$ cat src/rtl/fmul_72bit_arbiter.sv
// fmul_72bit_arbiter: shares one fmul_72bit pipeline between two requesters.
// Round-robin issue, in-order tag FIFO of owner ids, result steering with
// per-port backpressure. Optional grant/stall statistics: FMUL_ARB_STATS_EN.
module fmul_72bit_arbiter #(
  parameter int unsigned TAG_DEPTH = 8,
  parameter int unsigned TAG_AW    = 3
) (
  input  logic              iCLOCK,
  input  logic              iRESET_SYNC,
  input  logic              iREQ0_REQ,
  output logic              oREQ0_BUSY,
  input  logic [71:0]       iREQ0_A,
  input  logic [71:0]       iREQ0_B,
  input  logic              iREQ1_REQ,
  output logic              oREQ1_BUSY,
  input  logic [71:0]       iREQ1_A,
  input  logic [71:0]       iREQ1_B,
  output logic              oRES0_VALID,
  input  logic              iRES0_BUSY,
  output logic              oRES1_VALID,
  input  logic              iRES1_BUSY,
  output logic [71:0]       oRES_DATA,
  output logic              oFMUL_REQ,
  input  logic              iFMUL_BUSY,
  output logic [71:0]       oFMUL_A,
  output logic [71:0]       oFMUL_B,
  input  logic              iFMUL_VALID,
  output logic              oFMUL_BUSY,
  input  logic [71:0]       iFMUL_DATA,
`ifdef FMUL_ARB_STATS_EN
  output logic [31:0]       oSTAT_GRANT0,
  output logic [31:0]       oSTAT_GRANT1,
  output logic [31:0]       oSTAT_STALL,
`endif
  output logic [TAG_AW:0]   oOUTSTANDING,
  output logic              oERR_UNDERFLOW
);

  localparam int unsigned CW = TAG_AW + 1;

  // Round-robin pointer names the preferred port when both request.
  typedef enum logic {
    RR_P0 = 1'b0,
    RR_P1 = 1'b1
  } rr_e;

  rr_e               rr_q;
  rr_e               rr_d;

  logic              tag_mem [TAG_DEPTH];
  logic [TAG_AW-1:0] wr_ptr;
  logic [TAG_AW-1:0] rd_ptr;
  logic [CW-1:0]     count_q;
  logic              err_q;

  logic              any_req;
  logic              can_issue;
  logic              winner;
  logic              issue;
  logic              empty;
  logic              head;
  logic              head_busy;
  logic              pop;
  logic              underflow;

  // Issue path: arbitration and operand steering, zero added latency.
  always_comb begin
    any_req   = iREQ0_REQ || iREQ1_REQ;
    can_issue = !iFMUL_BUSY && (count_q < CW'(TAG_DEPTH));
    winner    = (iREQ0_REQ && iREQ1_REQ) ? (rr_q == RR_P1) : iREQ1_REQ;
    issue     = !iRESET_SYNC && can_issue && any_req;
    oFMUL_REQ = issue;
    oFMUL_A   = winner ? iREQ1_A : iREQ0_A;
    oFMUL_B   = winner ? iREQ1_B : iREQ0_B;
    oREQ0_BUSY = !(issue && !winner);
    oREQ1_BUSY = !(issue && winner);
  end

  // Next rr pointer: after any issue, prefer the other port.
  always_comb begin
    rr_d = rr_q;
    if (issue) begin
      rr_d = winner ? RR_P0 : RR_P1;
    end
  end

  // Return path: steer the multiplier result to the head tag's owner.
  always_comb begin
    empty       = (count_q == '0);
    head        = tag_mem[rd_ptr];
    head_busy   = head ? iRES1_BUSY : iRES0_BUSY;
    oRES_DATA   = iFMUL_DATA;
    oRES0_VALID = !iRESET_SYNC && iFMUL_VALID && !empty && !head;
    oRES1_VALID = !iRESET_SYNC && iFMUL_VALID && !empty && head;
    oFMUL_BUSY  = iRESET_SYNC ? 1'b1 : (empty ? 1'b0 : head_busy);
    pop         = !iRESET_SYNC && iFMUL_VALID && !empty && !head_busy;
    underflow   = !iRESET_SYNC && iFMUL_VALID && empty;
  end

  // Arbitration pointer register.
  always_ff @(posedge iCLOCK) begin
    if (iRESET_SYNC) begin
      rr_q <= RR_P0;
    end else begin
      rr_q <= rr_d;
    end
  end

  // Tag FIFO: owner id pushed on issue, popped on result delivery.
  always_ff @(posedge iCLOCK) begin
    if (iRESET_SYNC) begin
      wr_ptr  <= '0;
      rd_ptr  <= '0;
      count_q <= '0;
      for (int i = 0; i < int'(TAG_DEPTH); i++) begin
        tag_mem[i] <= 1'b0;
      end
    end else begin
      if (issue) begin
        tag_mem[wr_ptr] <= winner;
        wr_ptr          <= wr_ptr + TAG_AW'(1);
      end
      if (pop) begin
        rd_ptr <= rd_ptr + TAG_AW'(1);
      end
      count_q <= count_q + CW'(issue) - CW'(pop);
    end
  end

  // Sticky underflow flag: a result arrived with no tag to own it.
  always_ff @(posedge iCLOCK) begin
    if (iRESET_SYNC) begin
      err_q <= 1'b0;
    end else if (underflow) begin
      err_q <= 1'b1;
    end
  end

  assign oOUTSTANDING   = count_q;
  assign oERR_UNDERFLOW = err_q;

`ifdef FMUL_ARB_STATS_EN
  logic [31:0] grant0_q;
  logic [31:0] grant1_q;
  logic [31:0] stall_q;

  // Saturating grant and stall counters.
  always_ff @(posedge iCLOCK) begin
    if (iRESET_SYNC) begin
      grant0_q <= '0;
      grant1_q <= '0;
      stall_q  <= '0;
    end else begin
      if (issue && !winner && (grant0_q != '1)) begin
        grant0_q <= grant0_q + 32'd1;
      end
      if (issue && winner && (grant1_q != '1)) begin
        grant1_q <= grant1_q + 32'd1;
      end
      if (any_req && !can_issue && (stall_q != '1)) begin
        stall_q <= stall_q + 32'd1;
      end
    end
  end

  assign oSTAT_GRANT0 = grant0_q;
  assign oSTAT_GRANT1 = grant1_q;
  assign oSTAT_STALL  = stall_q;
`endif

endmodule

$ cat config.mk
export PLATFORM = sky130hd
export DESIGN_NAME = fmul_72bit_arbiter
export DESIGN_NICKNAME = d
export VERILOG_FILES = /design/src/rtl/fmul_72bit_arbiter.sv
export SDC_FILE = /design/constraint.sdc
export NUM_CORES = 1
export LEC_CHECK = 0
export CORE_AREA = 2 2 233 235
export CTS_BUF_LIST = sky130_fd_sc_hd__clkbuf_8
export DETAILED_ROUTE_END_ITERATION = 7
export DIE_AREA = 0 0 235 237
export HOLD_SLACK_MARGIN = 0.06
export PLACE_DENSITY = 0.37
export RECOVER_POWER = 100
export SYNTH_ARGS = -nofsm -noshare
export SYNTH_HDL_FRONTEND = slang
export SYNTH_SLANG_ARGS = --single-unit
$ cat constraint.sdc
create_clock -name iCLOCK -period 2.5 [get_ports iCLOCK]
set_input_delay 0.25 -clock iCLOCK [delete_from_list [all_inputs] [get_ports iCLOCK]]
set_output_delay 0.25 -clock iCLOCK [all_outputs]
set_load 0.03 [all_outputs]
==> flow_metrics.tcl <==
set metrics [dict create \
    status "completed" \
    final_layout_size_suffix_gt1_share_pct 35.0 \
    synth_edf_count 8 \
    num_antenna_cells 0 \
    clk_pin_slew_worst_paths_ns 0.09 \
    grtUsageMet1_pct 8.92 \
    grt_max_degree 42 \
    die_height_um 237 \
    htree_levels 1 \
    io_pins 595 \
    routedWlPerCell_um 15.8 \
    max_cap_violations 0 \
    worst_hold_slack_ns 0.463 \
    synth-seq-cells 23 \
    synth_most_common_cell "mux2_2" \
    hp-class "reg2reg" \
    synth.area.top_cells "mux2_2 48%, buf_4 16%, dfxtp_1 8.8%" \
    fin_cells 1442 \
    cts_tree "done" \
    max_freq_mhz 402 \
    clock-root-buffer "clkbuf_8" \
    dpl.cell_count 1437 \
    synth_top_area_share_pct 47.7 \
    antenna_found_initial 2 \
    crit_type "reg2reg" \
    die_w_um 235 \
    rsz0062_at_grt "true" \
    path_max_fanout 2 \
    synth_top_cell_by_area "mux2_2" \
    portBuffers 450 \
    power_density_mw_per_mm2 345 \
    crit_slowest_cell "mux4_2" \
    synth_cells 345 \
    worstSetupStartpointType "flip-flop" \
    cp_slowest_stage_delay_ns 0.51 \
    synth_area_per_cell_um2 9.91 \
    dr.pass1.iters 4 \
    yosysUniqueCellTypes 31 \
    period_share_pct 99.6 \
    post-route-drc-count 0 \
    period_minus_slack_ns 2.49 \
    grt_use_total_pct 7.54 \
    row_count 85 \
    use_met3_pct 4.45 \
    insertion_delay_ns 0.27 \
    grt_pass1_wl_um 30700 \
    worstPathRequired_ns 2.67 \
    routed_wl_um 22800 \
    drt_iter0_drc 45 \
    use_met2_pct 11.9 \
    cp-end-kind "flip-flop" \
    via_count 4053 \
    async_flop_share_pct 0 \
    irDropWorstVdd_uv 192 \
    cts_sinks 23 \
    start_util_pct 6.42 \
    hpwl_um 20700 \
    first_global_vias 4387 \
    setup_viol 0 \
    worstPathArrival_ns 2.66 \
    synth_nets 721 \
    slew_headroom_pct 72.0 \
    die-area_mm2 0.0557 \
    gp_congestion 0.747 \
    leakage_nw 3.20 \
    ys_seq_area_share_pct 15.8 \
    yosys_warnings 0 \
    viasPerCell 2.81 \
    synth_area_mm2 0.00342 \
    synthFlopType "dfxtp_1" \
    numCtsBuffers 3 \
    top_usage_layer "met2" \
    overflow 0 \
    worstPathCellList "mux4_2, mux2i_4, mux2i_4, inv_2, ha_4, inv_2, ha_4, a21o_1, a21oi_2, xnor2_1, nor2_1" \
    coreArea_mm2 0.0533 \
    worst_slew_pin_slew_ns 0.422 \
    ant_nets 0 \
    yosys-top-cells-count "145 x mux2_2, 72 x buf_4, 15 x dfxtp_1, 11 x clkbuf_1, 11 x nor2_1" \
    final_nets 1123 \
    cts_max_path_buffers 2 \
    syn_to_final_growth_pct 142 \
    cts_hold_buf 0 \
    finalSetupTns_ns 0 \
    finalClockSkew_ns 0.00276 \
    finalHoldViolations 0 \
    slew_violations 0 \
]
==> cells by family (layout without fill, tap and decap cells) <==
group	count (synthesis)	after routing	synth area share, %
buffers and inverters	102	503	19.4
AOI/OAI and AO/OA	14	14	2.41
DFF	23	23	15.8
adders and majority gates	8	8	3.15
xor gates and xnor gates	4	4	1.02
and+or+nand+nor	39	39	6.18
muxes	155	155	52.0
==> where the power goes <==
| part | internal, mW | switching [mW] |
|---|---|---|
| Sequential | 0.434 | 0.0340 |
| Combinational | 1.10 | 1.05 |
| Clock | 0.111 | 0.127 |
==> what timing repair did <==
action,CTS,global route
gates resized for setup,80,13
buffers inserted,0,1
hold endpoints to repair,0,0
endpoints found under the setup margin,79,26
pin swaps,2,6
==> layout by cell type (no fill, tap or decap), drive strengths merged <==
cell           count
nand2b             5
a21o               1
nor4b              2
or3b               1
nand2              5
nor3b              2
xnor2              3
nor4               1
nor2b              3
clkbuf            23
clkinv             1
dfxtp             15
dlygate4sd3        6
fa                 1
o31ai              2
clkdlybuf4s50    295
o21ai              8
mux4               2
inv               10
and3b              1
a21oi              2
nor3               8
xor2               1
edfxtp             8
nor2              11
buf               92
o211a              1
dlygate4sd2       76
mux2i              8
mux2             145
ha                 7
==> metrics by stage <==
| stage | util, % | area, um^2 | setup slack, ns | power [mW] |
|---|---|---|---|---|
| floorplan | - | 3450 | -0.0858 | 1.79 |
| global placement | 15.7 | 8380 | -0.0519 | 2.77 |
| detailed placement | 15.7 | 8380 | -0.0692 | 2.76 |
| CTS | 15.6 | 8330 | -0.0119 | 2.93 |
| global route | 15.6 | 8290 | -0.112 | 3.04 |
| finish | 15.6 | 8290 | 0.0100 | 2.86 |
==> critical path, delay by kind of cell, from the launching register on <==
kind | cells | cell delay, ns
compound gates | 2 | 0.32
xor+xnor | 1 | 0.13
fa+ha+maj | 2 | 0.41
buf+inv | 2 | 0.10
flops | 1 | 0.38
mux | 3 | 0.99
simple gates | 1 | 0.06
==> area by class of cell <==
| cell class | instances | area (um^2) |
|---|---|---|
| Multi-Input combinational cell | 220 | 2270 |
| Clock buffer | 3 | 41.3 |
| Sequential cell | 23 | 542 |
| Fill cell | 6030 | 45000 |
| Inverter | 10 | 37.5 |
| Clock inverter | 1 | 5.00 |
| Tap cell | 696 | 871 |
| Timing Repair Buffer | 489 | 4510 |
==> metal layers <==
| layer | routed length [um] | up-vias |
|---|---|---|
| met5 | 200 | - |
| met3 | 2980 | 14 |
| met2 | 10600 | 244 |
| met4 | 116 | 4 |
| met1 | 8850 | 1840 |
| li1 | - | 1951 |
==> final timing paths <==
check	endpoint	cells after the start	from	slack [ns]
setup / recovery	oOUTSTANDING[3]$_SDFF_PP0_	11	tag_mem[7]$_SDFFCE_PN0P_	0.01
hold / removal	rd_ptr[2]$_SDFFE_PP0P_	1	rd_ptr[2]$_SDFFE_PP0P_	0.46
setup reg to reg	oOUTSTANDING[3]$_SDFF_PP0_	11	tag_mem[7]$_SDFFCE_PN0P_	0.01
hold reg to reg	rd_ptr[2]$_SDFFE_PP0P_	1	rd_ptr[2]$_SDFFE_PP0P_	0.46
Power figures use the tool's default switching activity.
